File: src/rtl/mda_text_pixel_pipe_pkg.sv
// Shared video definitions for the MDA text pixel pipe.
// Latency: none (types and constants only).
// Backpressure: not applicable.
package mda_text_pixel_pipe_pkg;

    localparam int CHAR_W_DEFAULT = 8;

    typedef enum logic [2:0] {
        ST_IDLE    = 3'd0,
        ST_RD_CHAR = 3'd1,
        ST_RD_ATTR = 3'd2,
        ST_RD_FONT = 3'd3,
        ST_HOLD    = 3'd4
    } fetch_state_e;

    localparam logic [3:0] IRGB_BLACK     = 4'h0;
    localparam logic [3:0] IRGB_INTENSITY = 4'h8;

    typedef struct packed {
        logic hsync;
        logic vsync;
        logic de;
        logic cursor;
    } timing_t;

    typedef struct packed {
        logic [7:0] attr;
        timing_t    tim;
    } cell_meta_t;

endpackage

File: src/rtl/mda_attr_decode.sv
// Resolves attribute byte, glyph bit, cursor and blink into one IRGB pixel.
// Latency: combinational.
// Backpressure: none.
module mda_attr_decode
    import mda_text_pixel_pipe_pkg::*;
(
    input  logic [7:0] attr,
    input  logic       glyph_bit,
    input  logic       cursor,
    input  logic       blink,
    input  logic       blink_en,
    input  logic       de,
    output logic [3:0] pixel
);

    logic [3:0] fg;
    logic [3:0] bg;

    always_comb begin
        bg = {1'b0, attr[6:4]} | ((attr[7] && !blink_en) ? IRGB_INTENSITY : IRGB_BLACK);
        fg = attr[3:0];
        // Blinking characters collapse to background during the off phase.
        if (blink_en && attr[7] && !blink) begin
            fg = bg;
        end
        if (!de) begin
            pixel = IRGB_BLACK;
        end else if (cursor || glyph_bit) begin
            pixel = fg;
        end else begin
            pixel = bg;
        end
    end

endmodule

File: src/rtl/mda_text_pixel_pipe.sv
// MDA text pipe: fetches char/attr/glyph per cell and shifts out IRGB pixels.
// Latency: one character period (cell sampled at divclk N is shown after divclk N+1).
// Backpressure: none; free-running, a divclk mid-fetch restarts the fetch.
module mda_text_pixel_pipe
    import mda_text_pixel_pipe_pkg::*;
#(
    parameter int BLINK_BIT = 4,
    parameter int CHAR_W    = CHAR_W_DEFAULT
) (
    input  logic        clk,
    input  logic        reset,
    input  logic        divclk,
    input  logic [13:0] mem_addr,
    input  logic [4:0]  row_addr,
    input  logic        display_enable,
    input  logic        cursor,
    input  logic        hsync,
    input  logic        vsync,
    input  logic        blink_en,
    output logic [14:0] vram_addr,
    output logic        vram_rd,
    input  logic [7:0]  vram_data,
    output logic [10:0] font_addr,
    input  logic [7:0]  font_data,
    output logic [3:0]  pixel,
    output logic        hsync_o,
    output logic        vsync_o,
    output logic        de_o
);

    fetch_state_e      state, state_nx;
    logic [13:0]       addr_q;
    logic [2:0]        row_q;
    logic [7:0]        char_q;
    logic [7:0]        attr_stg;
    logic [7:0]        glyph_stg;
    logic [7:0]        glyph_now;
    logic              font_pend;
    timing_t           tim_lat;
    cell_meta_t        meta_sh;
    logic [CHAR_W-1:0] shift_q;
    logic [4:0]        frame_cnt;
    logic              vsync_q;
    logic              unused_row_bits;

    assign unused_row_bits = ^row_addr[4:3];

    always_ff @(posedge clk) begin
        if (reset) begin
            state <= ST_IDLE;
        end else begin
            state <= state_nx;
        end
    end

    always_comb begin
        state_nx  = state;
        vram_rd   = 1'b0;
        vram_addr = '0;
        font_addr = '0;
        case (state)
            ST_IDLE: state_nx = ST_IDLE;
            ST_RD_CHAR: begin
                state_nx  = ST_RD_ATTR;
                vram_rd   = 1'b1;
                vram_addr = {addr_q, 1'b0};
            end
            ST_RD_ATTR: begin
                state_nx  = ST_RD_FONT;
                vram_rd   = 1'b1;
                vram_addr = {addr_q, 1'b0} + 15'd1;
            end
            ST_RD_FONT: begin
                state_nx  = ST_HOLD;
                font_addr = {char_q, row_q};
            end
            ST_HOLD: state_nx = ST_HOLD;
            default: state_nx = ST_IDLE;
        endcase
        if (divclk) begin
            state_nx = ST_RD_CHAR;
        end
    end

    // A period of exactly 4 clk lands divclk on the first HOLD cycle; forward the glyph.
    assign glyph_now = (state == ST_HOLD && font_pend) ? font_data : glyph_stg;

    always_ff @(posedge clk) begin
        if (reset) begin
            addr_q    <= '0;
            row_q     <= '0;
            char_q    <= '0;
            attr_stg  <= '0;
            glyph_stg <= '0;
            font_pend <= 1'b0;
            tim_lat   <= '0;
            meta_sh   <= '0;
            shift_q   <= '0;
            frame_cnt <= '0;
            vsync_q   <= 1'b0;
        end else begin
            vsync_q <= vsync;
            if (vsync && !vsync_q) begin
                frame_cnt <= frame_cnt + 5'd1;
            end
            font_pend <= (state == ST_RD_FONT) && !divclk;
            if (state == ST_RD_ATTR && !divclk) begin
                char_q <= vram_data;
            end
            if (state == ST_RD_FONT && !divclk) begin
                attr_stg <= vram_data;
            end
            glyph_stg <= glyph_now;
            if (divclk) begin
                addr_q          <= mem_addr;
                row_q           <= row_addr[2:0];
                tim_lat.hsync   <= hsync;
                tim_lat.vsync   <= vsync;
                tim_lat.de      <= display_enable;
                tim_lat.cursor  <= cursor;
                meta_sh.attr    <= attr_stg;
                meta_sh.tim     <= tim_lat;
                shift_q         <= CHAR_W'(glyph_now) << (CHAR_W - 8);
            end else begin
                shift_q <= shift_q << 1;
            end
        end
    end

    assign hsync_o = meta_sh.tim.hsync;
    assign vsync_o = meta_sh.tim.vsync;
    assign de_o    = meta_sh.tim.de;

    mda_attr_decode u_attr_decode (
        .attr      (meta_sh.attr),
        .glyph_bit (shift_q[CHAR_W-1]),
        .cursor    (meta_sh.tim.cursor),
        .blink     (frame_cnt[BLINK_BIT]),
        .blink_en  (blink_en),
        .de        (meta_sh.tim.de),
        .pixel     (pixel)
    );

endmodule

File: config.mk
export PLATFORM = sky130hd
export DESIGN_NAME = mda_text_pixel_pipe
export DESIGN_NICKNAME = d
export VERILOG_FILES = /design/src/rtl/mda_text_pixel_pipe_pkg.sv /design/src/rtl/mda_attr_decode.sv /design/src/rtl/mda_text_pixel_pipe.sv
export SDC_FILE = /design/constraint.sdc
export NUM_CORES = 1
export LEC_CHECK = 0
export BUFFER_PORTS_ARGS = -buffer_cell sky130_fd_sc_hd__buf_2
export CAP_MARGIN = 20
export CORE_ASPECT_RATIO = 2
export CORE_MARGIN = 4
export CORE_UTILIZATION = 45
export CTS_BUF_LIST = sky130_fd_sc_hd__clkbuf_16
export DETAILED_ROUTE_END_ITERATION = 6
export GPL_TIMING_DRIVEN = 0
export PLACE_DENSITY = 0.84
export SYNTH_ARGS = -nofsm -noshare
export SYNTH_HDL_FRONTEND = slang
export SYNTH_SLANG_ARGS = --single-unit
File: constraint.sdc
create_clock -name clk -period 1.3 [get_ports clk]
set_input_delay 0.065 -clock clk [delete_from_list [all_inputs] [get_ports clk]]
set_output_delay 0.065 -clock clk [all_outputs]
set_load 0.05 [all_outputs]
==> flow_metrics.env, run 1 <==
export IMPL_dr_pass1_iters=5
export IMPL_cp_max_fo=3
export IMPL_die_y_um=123
export IMPL_p_leak_nw=2.04
export IMPL_globalplace_congestion=0.758
export IMPL_syn2layout_area_growth_pct=64.0
export IMPL_clk_path_buf_depth=2
export IMPL_grt_max_degree=12
export IMPL_die_x_um=65.3
export IMPL_tightest_slew_ps=705
export IMPL_path_clk_slew_ps=60
export IMPL_max_cap_viol_count=0
export IMPL_seq_area_um2=1520
export IMPL_arrival_ps=1660
export IMPL_violations="negative hold slack, negative setup slack"
export IMPL_cp_cell_sequence="nor2_2 > o21ai_0 > a211oi_4 > buf_4"
export IMPL_pwr_density_cell_nw_per_um2=1100
export IMPL_ios=77
export IMPL_combPwrFrac_pct=14.1
export IMPL_min_delay_start="mem_addr[1]"
export IMPL_syn_inst=307
export IMPL_dieArea_um2=8010
export IMPL_synth_area_per_cell_um2=9.63
export IMPL_first_global_vias=2953
export IMPL_yosysSeqAreaShare_pct=50.8
export IMPL_ys_flop_type="dfxtp_1"
export IMPL_rows=41
export IMPL_power_switching_mw=1.38
export IMPL_fillers=345
export IMPL_seqPwrFrac_pct=45.5
export IMPL_end_kind="primary output"
export IMPL_finalCriticalPeriod_ps=1720
export IMPL_r2r_end="shift_q[7]"
export IMPL_multi_input_area_um2=1720
export IMPL_power_share_clock_pct=40.3
export IMPL_rsz0062_at_grt="yes"
export IMPL_initial_core_util_pct=46.5
export IMPL_avgRoutedWirePerCell_um=23.3
export IMPL_hold_viol=1
export IMPL_drive_above_1_share_pct=45.1
export IMPL_cts_root_buf="clkbuf_16"
export IMPL_grt_ovfl_total=0
export IMPL_numPortBuffers=73
export IMPL_hold_path_class="input port to register"
export IMPL_antenna_found_initial=0
export IMPL_drc_errors=0
export IMPL_synth_cell_type_count=29
export IMPL_synthArstFlopShare_pct=0
export IMPL_crit_slowest_cell="dfxtp_1"
export IMPL_fin_crit_sh_pct=132
export IMPL_clk_latency_ps=340
export IMPL_synthesis_nets=351
export IMPL_max_slew_margin_rel_pct=53.0
export IMPL_htreeDepth=3
export IMPL_synth_warning_count=0
export IMPL_min_path_cells=3
export IMPL_grt_pass1_wl_um=15300
export IMPL_antenna_left=0
export IMPL_dp_hpwl_um=5120
export IMPL_postRouteWirelength_um=12200
export IMPL_fmax_mhz=581
export IMPL_via_per_inst=5.70
export IMPL_clock_skew_ps=8.21
export IMPL_switching_share_pct=25.9
export IMPL_final_nets=481
export IMPL_hold_ws_ps=-9.26
export IMPL_yosys_register_bits=75
export IMPL_status="finished with violations"
export IMPL_vias=2995
export IMPL_critPathKind="register to primary output"
export IMPL_r2r_setup_slack_ps=-330
export IMPL_required_ps=1240
export IMPL_core_area_um2=6360
export IMPL_min_to="addr_q[1]"
export IMPL_grt_usage_pct=26.2
export IMPL_max_stage_delay_ps=340
export IMPL_rr_worst_depth=5
export IMPL_intPower_mw=3.95
export IMPL_diodes=0
export IMPL_drtIter0Drc=288
export IMPL_numCtsBuffers=9
export IMPL_stdcell_area_um2=4850
export IMPL_synth_area_um2=2960
export IMPL_placed_cell_area_um2=3550
export IMPL_synth_edf_count=0
export IMPL_clock_sinks=75
export IMPL_layout_setup_ws_ps=-421
export IMPL_setup_viol=66
export IMPL_r2r_start="state[0]"
export IMPL_ir_drop_mv=1.05
export IMPL_slew_viol_final=0
export IMPL_cts_tree="built"
export IMPL_setup_tns_final_ps=-17000
export IMPL_startpoint_type="register"
[critical path: cells and delay by family, from the launching register on]
kind | cells | cell delay [ps]
DFF | 1 | 340
buffers and inverters | 1 | 240
and+or+nand+nor | 1 | 300
AOI/OAI and AO/OA | 2 | 440
[placed cells by master, fill, tap and decap left out, types with 2 or more instances in the layout]
cell,n
a211oi_2,6
a21oi_1,4
a21oi_2,5
and2_4,25
and3b_2,2
buf_1,4
buf_12,2
buf_2,47
buf_4,16
buf_6,15
buf_8,29
clkbuf_1,5
clkbuf_16,9
dfxtp_1,70
dfxtp_4,4
dlygate4sd3_1,22
inv_1,3
mux2_2,2
mux2i_1,41
mux2i_4,11
nand2_1,15
nand2_2,6
nand4_1,2
nor2_1,60
nor2_2,5
nor2_4,2
nor2b_1,3
nor3b_1,2
[flip-flops by register name (all words and copies together) (netlist names)]
name	flops
addr_q	14
meta_sh	9
attr_stg	8
char_q	8
glyph_stg	8
shift_q	8
frame_cnt	5
tim_lat	4
row_q	3
state	3
de_o	1
font_pend	1
hsync_o	1
vsync_o	1
vsync_q	1
[worst max-delay path by stage]
stage	start	endpoint	slack [ps]
2_1_floorplan	state[2]	state[0]	-70
3_3_place_gp	state[0]	vram_addr[11]	-300
3_5_place_dp	state[0]	vram_addr[11]	-320
4_1_cts	frame_cnt[4]	pixel[1]	-350
5_1_grt	meta_sh[0]	pixel[3]	-430
6_report	meta_sh[0]	pixel[3]	-420
[cell usage after synthesis (3+ instances only)]
cell	number	share of area [%]
and2_1	25	5.3
clkbuf_1	7	0.89
a211oi_1	8	2.0
dfxtp_1	75	51
nand2_1	22	2.8
mux2i_1	53	18
a21oi_1	9	1.5
nor3b_1	3	0.76
nor2b_1	4	0.85
buf_2	8	1.4
buf_1	4	0.51
nor2_1	67	8.5
[through the flow]
step / utilization, % / power [mW] / hold slack, ps / setup slack, ps / std cells
after floorplan: - / 2.78 / 193 / -68.7 / 307
after global placement: 55.7 / 2.91 / 302 / -300 / 466
after detailed placement: 55.7 / 2.93 / 310 / -324 / 466
after CTS: 72.4 / 5.15 / 1.10 / -351 / 514
after global routing: 76.2 / 5.42 / -9.03 / -426 / 525
final: 76.2 / 5.33 / -9.26 / -421 / 525
[logic make-up (layout without fill, tap and decap cells)]
| kind of cell | after synthesis | count (layout) | synth area share [%] |
|---|---|---|---|
| xor gates and xnor gates | 3 | 3 | 0.889 |
| DFF | 75 | 75 | 50.8 |
| muxes | 55 | 55 | 18.7 |
| buffers and inverters | 22 | 154 | 3.77 |
| and+or+nand+nor | 133 | 133 | 21.7 |
| adders and majority gates | 1 | 1 | 0.423 |
| AOI/OAI and AO/OA | 18 | 18 | 3.73 |
[timing repair]
item / 4_1_cts / 5_1_grt
endpoints found under the hold margin: 23 / 0
hold buffers: 22 / 0
setup buffers: 12 / 13
pin swaps: 48 / 15
gates resized for setup: 147 / 37
endpoints found under the setup margin: 63 / 65
cloned: 2 / 0
[layout make-up]
type	count	area share, %
Timing Repair Buffer	122	23.5
Clock inverter	4	0.336
Multi-Input combinational cell	210	35.5
Tap cell	86	2.22
Sequential cell	75	31.3
Clock buffer	9	4.65
Buffer	19	2.50
[power groups by stage]
stage,Sequential [mW],Combinational [mW],Clock (mW)
2_1_floorplan,2.45,0.322,0
3_3_place_gp,2.45,0.462,0
3_5_place_dp,2.45,0.475,0
4_1_cts,2.41,0.647,2.09
5_1_grt,2.43,0.780,2.21
6_report,2.43,0.752,2.15
[metal layers]
metal / share of wire [%] / global-route usage, % / vias to the layer above / wire length (um)
met2: 51 / 47.6 / 206 / 6280
li1: - / - / 1276 / -
met1: 34 / 23.8 / 1436 / 4200
met5: 0 / 0 / - / 0
met3: 6.4 / 7.33 / 77 / 783
met4: 8.1 / 19.1 / 0 / 986
Note: power is estimated with default switching activity, not from simulation.
==> inputs of run 2 (changes only) <==
--- a/config.mk
+++ b/config.mk
@@ -13,7 +13,8 @@
 export CTS_BUF_LIST = sky130_fd_sc_hd__clkbuf_16
 export DETAILED_ROUTE_END_ITERATION = 6
 export GPL_TIMING_DRIVEN = 0
-export PLACE_DENSITY = 0.84
+export PLACE_DENSITY = 0.73
 export SYNTH_ARGS = -nofsm -noshare
 export SYNTH_HDL_FRONTEND = slang
+export SYNTH_HIERARCHICAL = 1
 export SYNTH_SLANG_ARGS = --single-unit
==> run 2 against run 1 <==
  * Highest routed layer unchanged
  * Critical endpoint unchanged
  * The run ends with negative setup slack left
  * Setup slack better by 120 ps
  * Die area unchanged
  * Critical path depth decreased by 1
  * Flip-flop and latch count stayed put
  * Critical path type unchanged
  * Total power up 2.9%
==> flow_metrics.env, run 2 <==
export IMPL_globalplace_congestion=0.722
export IMPL_netlist_area_leader_share_pct=50.8
export IMPL_arrival_ps=1530
export IMPL_min_path_cells=3
export IMPL_ys_top_cells_by_count="dfxtp_1, nor2_1, mux2i_1"
export IMPL_initial_core_util_pct=46.5
export IMPL_crit_slowest_cell="or4b_4"
export IMPL_synth_warning_count=6
export IMPL_pwr_density_cell_nw_per_um2=1130
export IMPL_violations="negative setup slack"
export IMPL_use_met1_pct=22.6
export IMPL_dp_hpwl_um=4910
export IMPL_layout_commonest_cell="dfxtp_1"
export IMPL_postRouteWirelength_um=9550
export IMPL_synth_edf_count=0
export IMPL_fmax_mhz=626
export IMPL_cp_top_family="simple AND/OR/NAND/NOR gates"
export IMPL_antenna_left=0
export IMPL_total_power_mw=5.48
export IMPL_grt_usage_pct=22.8
export IMPL_critPathKind="register to primary output"
export IMPL_dr_pass1_iters=4
export IMPL_drtIter0Drc=110
export IMPL_avgRoutedWirePerCell_um=18.2
export IMPL_fin_crit_sh_pct=123
export IMPL_grt_max_degree=12
export IMPL_cts_root_buf="clkbuf_16"
export IMPL_synth_area_per_cell_um2=9.66
export IMPL_cp_max_fo=4
export IMPL_path_clk_slew_ps=60
export IMPL_max_cap_viol_count=0
export IMPL_hold_ws_ps=3.92
export IMPL_core_area_um2=6360
export IMPL_grt_busiest_layer="met2"
export IMPL_cts_tree="built"
export IMPL_ir_drop_mv=0.892
export IMPL_max_stage_delay_ps=530
export IMPL_tightest_slew_ps=723
export IMPL_clock_skew_ps=4.37
export IMPL_cp_num_buf_inv=1
export IMPL_top_register="addr_q"
export IMPL_vias=2721
export IMPL_rows=41
export IMPL_dieArea_um2=8010
export IMPL_cp_cell_sequence="or4b_4 > a21oi_4 > buf_6"
export IMPL_syn_inst=306
export IMPL_p_leak_nw=2.02
export IMPL_final_cell_mix="dfxtp_1, nor2_1, buf_2"
export IMPL_antenna_found_initial=0
export IMPL_rr_worst_depth=5
export IMPL_synth_cell_type_count=29
export IMPL_yosys_register_bits=75
export IMPL_max_slew_margin_rel_pct=51.8
export IMPL_final_nets=478
export IMPL_largestRegisters="addr_q: 14 flops, meta_sh: 9 flops"
export IMPL_synth_area_leaders="dfxtp_1, mux2i_1, nor2_1"
export IMPL_synth_top_area_cell="dfxtp_1"
export IMPL_clk_path_buf_depth=2
export IMPL_required_ps=1240
export IMPL_grt_pass1_wl_um=13700
export IMPL_die_y_um=123
export IMPL_fin_util_pct=76.1
export IMPL_slew_viol_final=0
export IMPL_fin_cells=525
export IMPL_numPortBuffers=73
export IMPL_hold_path_class="input port to register"
export IMPL_via_per_inst=5.18
export IMPL_grt_use_met3_pct=4.67
export IMPL_largest_register_ffs=14
export IMPL_clk_latency_ps=330
export IMPL_synthesis_nets=350
export IMPL_ys_flop_type="dfxtp_1"
export IMPL_grt_ovfl_total=0
export IMPL_finalCriticalPeriod_ps=1600
export IMPL_rsz0062_at_grt="yes"
export IMPL_ios=77
export IMPL_htreeDepth=3
export IMPL_setup_viol=63
export IMPL_grt_use_met2_pct=42.9
export IMPL_yosysSeqAreaShare_pct=50.8
export IMPL_end_kind="primary output"
export IMPL_diodes=0
export IMPL_crit_cells=3
export IMPL_first_global_vias=2794
export IMPL_clock_sinks=75
export IMPL_layout_setup_ws_ps=-298
export IMPL_drc_errors=0
export IMPL_numCtsBuffers=9
export IMPL_drive_above_1_share_pct=41.9
export IMPL_dp_cells=465
export IMPL_status="finished with violations"
export IMPL_synthArstFlopShare_pct=0
export IMPL_yosys_cell_count_top_type="dfxtp_1"
export IMPL_hold_viol=0
export IMPL_die_x_um=65.3
export IMPL_startpoint_type="register"
export IMPL_synth_area_um2=2960
export IMPL_syn2layout_area_growth_pct=63.7
run 2: worst paths after layout:
path / endpoint / slack, ps / start
worst max register to register: shift_q[4] / -270 / state[0]
worst min register to register: char_q[6] / 470 / char_q[6]
worst max-delay path: pixel[3] / -300 / meta_sh[0]
worst min-delay path: glyph_stg[2] / 4 / font_data[2]
run 2: repair_timing:
item,4_1_cts,5_1_grt
endpoints found under the hold margin,32,0
setup buffers,9,7
pin swaps,35,18
setup endpoints to repair,63,63
resized for setup,134,46
hold buffers,30,0
gates cloned,2,0
run 2: power by group:
group	internal [mW]	switching (mW)
Clock	1.44	0.908
Sequential	2.37	0.0510
Combinational	0.343	0.365
Total	4.15	1.32
run 2: worst reg2reg max path, cell delays in order (launching register included):
cell and delay [ps]:
dfxtp_4 370, buf_6 140, and4bb_2 340, buf_12 180, mux2i_4 290, a211oi_2 100
run 2: final cells by class:
type | count | area, um^2
Clock buffer | 9 | 225
Sequential cell | 75 | 1520
Multi-Input combinational cell | 210 | 1700
Timing Repair Buffer | 120 | 1110
Tap cell | 86 | 108
Clock inverter | 7 | 52.6
Buffer | 18 | 116
Fill cell | 394 | 1520
run 2: logic make-up (layout without fill, tap and decap cells):
| kind of cell | count (synthesis) | count (layout) | synth area share [%] |
|---|---|---|---|
| buffers and inverters | 21 | 154 | 3.64 |
| adders and majority gates | 1 | 1 | 0.423 |
| and+or+nand+nor | 131 | 131 | 21.4 |
| AOI/OAI and AO/OA | 20 | 20 | 4.15 |
| DFF | 75 | 75 | 50.8 |
| xor gates and xnor gates | 3 | 3 | 0.889 |
| muxes | 55 | 55 | 18.7 |
run 2: metal layers:
layer	up-vias	part of all wire (%)
met3	34	4.6
met2	90	55
met1	1321	36
li1	1276	-
met4	0	4.7
met5	-	0
run 2: per-stage QoR:
step	setup TNS [ps]	worst slack (ps)	cell area, um^2
after floorplan	-68.7	-68.7	3060
after global placement	-7670	-297	3530
after detailed placement	-9330	-324	3530
after CTS	-13100	-291	4640
after global routing	-14550	-320	4840
final	-12490	-298	4840
==> inputs of run 3 (changes only) <==
--- a/config.mk
+++ b/config.mk
@@ -13,6 +13,7 @@
 export CTS_BUF_LIST = sky130_fd_sc_hd__clkbuf_16
 export DETAILED_ROUTE_END_ITERATION = 6
 export GPL_TIMING_DRIVEN = 0
+export HOLD_SLACK_MARGIN = 0.15
 export PLACE_DENSITY = 0.73
 export SYNTH_ARGS = -nofsm -noshare
 export SYNTH_HDL_FRONTEND = slang
==> run 3 against run 2 <==
  * The flow still finishes with violations (negative setup slack)
  * Largest cell class unchanged
  * Maximum frequency up 0.74%
  * Die area did not move
  * Via count down 0.70%
  * Cell area up 0.83%
  * Core utilization increased by 0.63 points
  * Flip-flop and latch count unchanged
  * Register-to-register slack about the same
==> flow_metrics.env, run 3 (synthesis gave the netlist of run 2 again) <==
export IMPL_intPower_mw=4.16
export IMPL_vias=2702
export IMPL_stdcell_area_um2=4880
export IMPL_numCtsBuffers=9
export IMPL_grt_usage_pct=22.9
export IMPL_seqPwrFrac_pct=44.1
export IMPL_power_share_clock_pct=43.0
export IMPL_status="finished with violations"
export IMPL_postRouteWirelength_um=9470
export IMPL_arrival_ps=1520
export IMPL_diodes=0
export IMPL_rr_worst_depth=5
export IMPL_top_layer="met4"
export IMPL_final_cell_mix="dfxtp_1, nor2_1, buf_2"
export IMPL_fmax_mhz=631
export IMPL_dr_pass1_iters=4
export IMPL_end_kind="primary output"
export IMPL_dp_hpwl_um=4910
export IMPL_switching_share_pct=24.1
export IMPL_cp_max_fo=4
export IMPL_path_clk_slew_ps=50
export IMPL_top_register="addr_q"
export IMPL_pwr_density_cell_nw_per_um2=1130
export IMPL_drc_errors=0
export IMPL_htreeDepth=3
export IMPL_syn2layout_area_growth_pct=65.1
export IMPL_avgRoutedWirePerCell_um=17.9
export IMPL_die_x_um=65.3
export IMPL_r2r_start="state[0]"
export IMPL_startpoint_type="register"
export IMPL_r2r_setup_slack_ps=-260
export IMPL_core_area_um2=6360
export IMPL_min_delay_start="reset"
export IMPL_placed_cell_area_um2=3530
export IMPL_grt_ovfl_total=0
export IMPL_antenna_found_initial=0
export IMPL_total_power_mw=5.49
export IMPL_numPortBuffers=73
export IMPL_violations="negative setup slack"
export IMPL_antenna_left=0
export IMPL_rows=41
export IMPL_p_leak_nw=2.04
export IMPL_cts_tree="built"
export IMPL_dieArea_um2=8010
export IMPL_max_slew_margin_rel_pct=52.9
export IMPL_globalplace_congestion=0.722
export IMPL_clock_sinks=75
export IMPL_rsz0062_at_grt="yes"
export IMPL_finalCriticalPeriod_ps=1590
export IMPL_tightest_slew_ps=706
export IMPL_layout_setup_ws_ps=-286
export IMPL_initial_core_util_pct=46.5
export IMPL_hold_viol=0
export IMPL_wl_met1_um=3310
export IMPL_met2_length_um=5480
export IMPL_hold_path_class="input port to register"
export IMPL_fin_crit_sh_pct=122
export IMPL_ir_drop_mv=0.904
export IMPL_setup_viol=63
export IMPL_die_y_um=123
export IMPL_grt_pass1_wl_um=13600
export IMPL_first_global_vias=2803
export IMPL_largestRegisters="addr_q: 14 flops, meta_sh: 9 flops"
export IMPL_fin_util_pct=76.7
export IMPL_clk_latency_ps=330
export IMPL_r2r_end="shift_q[6]"
export IMPL_required_ps=1240
export IMPL_max_cap_viol_count=0
export IMPL_critPathKind="register to primary output"
export IMPL_drtIter0Drc=121
export IMPL_via_per_inst=5.10
export IMPL_drive_above_1_share_pct=41.0
export IMPL_ios=77
export IMPL_clk_path_buf_depth=2
export IMPL_combPwrFrac_pct=12.9
export IMPL_grt_max_degree=12
export IMPL_layout_commonest_cell="dfxtp_1"
export IMPL_final_nets=483
export IMPL_power_switching_mw=1.32
export IMPL_clock_skew_ps=4.87
export IMPL_slew_viol_final=0
export IMPL_largest_register_ffs=14
export IMPL_dr_wl_met3_um=436
export IMPL_cts_root_buf="clkbuf_16"
export IMPL_crit_path_end="pixel[3]"
export IMPL_crit_start="meta_sh[0]"
run 3: metal layers:
layer	vias to the layer above	track usage, %
met5	-	0
met4	0	11.9
met3	18	5.13
met2	94	43.8
met1	1305	21.9
li1	1285	-
run 3: final cells by class:
class,instances,area (um^2)
well taps,86,108
fillers,393,1480
clock inverters,7,52.6
multi-input cells,210,1700
repair buffers,125,1160
plain buffers,18,113
flip-flops and latches,75,1520
clock buffers,9,225
run 3: repair_timing:
action,CTS,global route
pin swaps,35,22
hold buffers,38,0
setup endpoints to repair,63,65
endpoints found under the hold margin,57,0
gates cloned,2,0
setup buffers,9,4
gates resized for setup,134,43
run 3: how the worst min path moves through the flow:
| stage | to | slack (ps) | depth (start not counted) |
|---|---|---|---|
| finish | frame_cnt[4] | 170 | 3 |
| global route | frame_cnt[4] | 180 | 3 |
| global placement | row_q[2] | 300 | 3 |
| floorplan | vsync_q | 190 | 1 |
| CTS | frame_cnt[4] | 160 | 3 |
| detailed placement | addr_q[0] | 310 | 3 |
run 3: worst max-delay path, cell delays in order, from the launching register on:
cell and delay [ps]:
dfxtp_2 340, or4b_4 530, a21oi_4 150, buf_6 170
run 3: stage by stage:
stage,worst slack (ps),std cells,TNS (ps),hold WS [ps]
after global placement,-297,465,-7670,300
after CTS,-291,528,-13100,156
after floorplan,-68.7,306,-68.7,193
after global routing,-317,530,-13620,182
after detailed placement,-324,465,-9330,310
final,-286,530,-11820,166
run 3: power by group through the flow:
stage	Sequential (mW)	Combinational, mW	Clock [mW]
2_1_floorplan	2.46	0.314	0
3_3_place_gp	2.45	0.458	0
3_5_place_dp	2.46	0.466	0
4_1_cts	2.41	0.659	2.34
5_1_grt	2.42	0.754	2.45
6_report	2.42	0.708	2.36
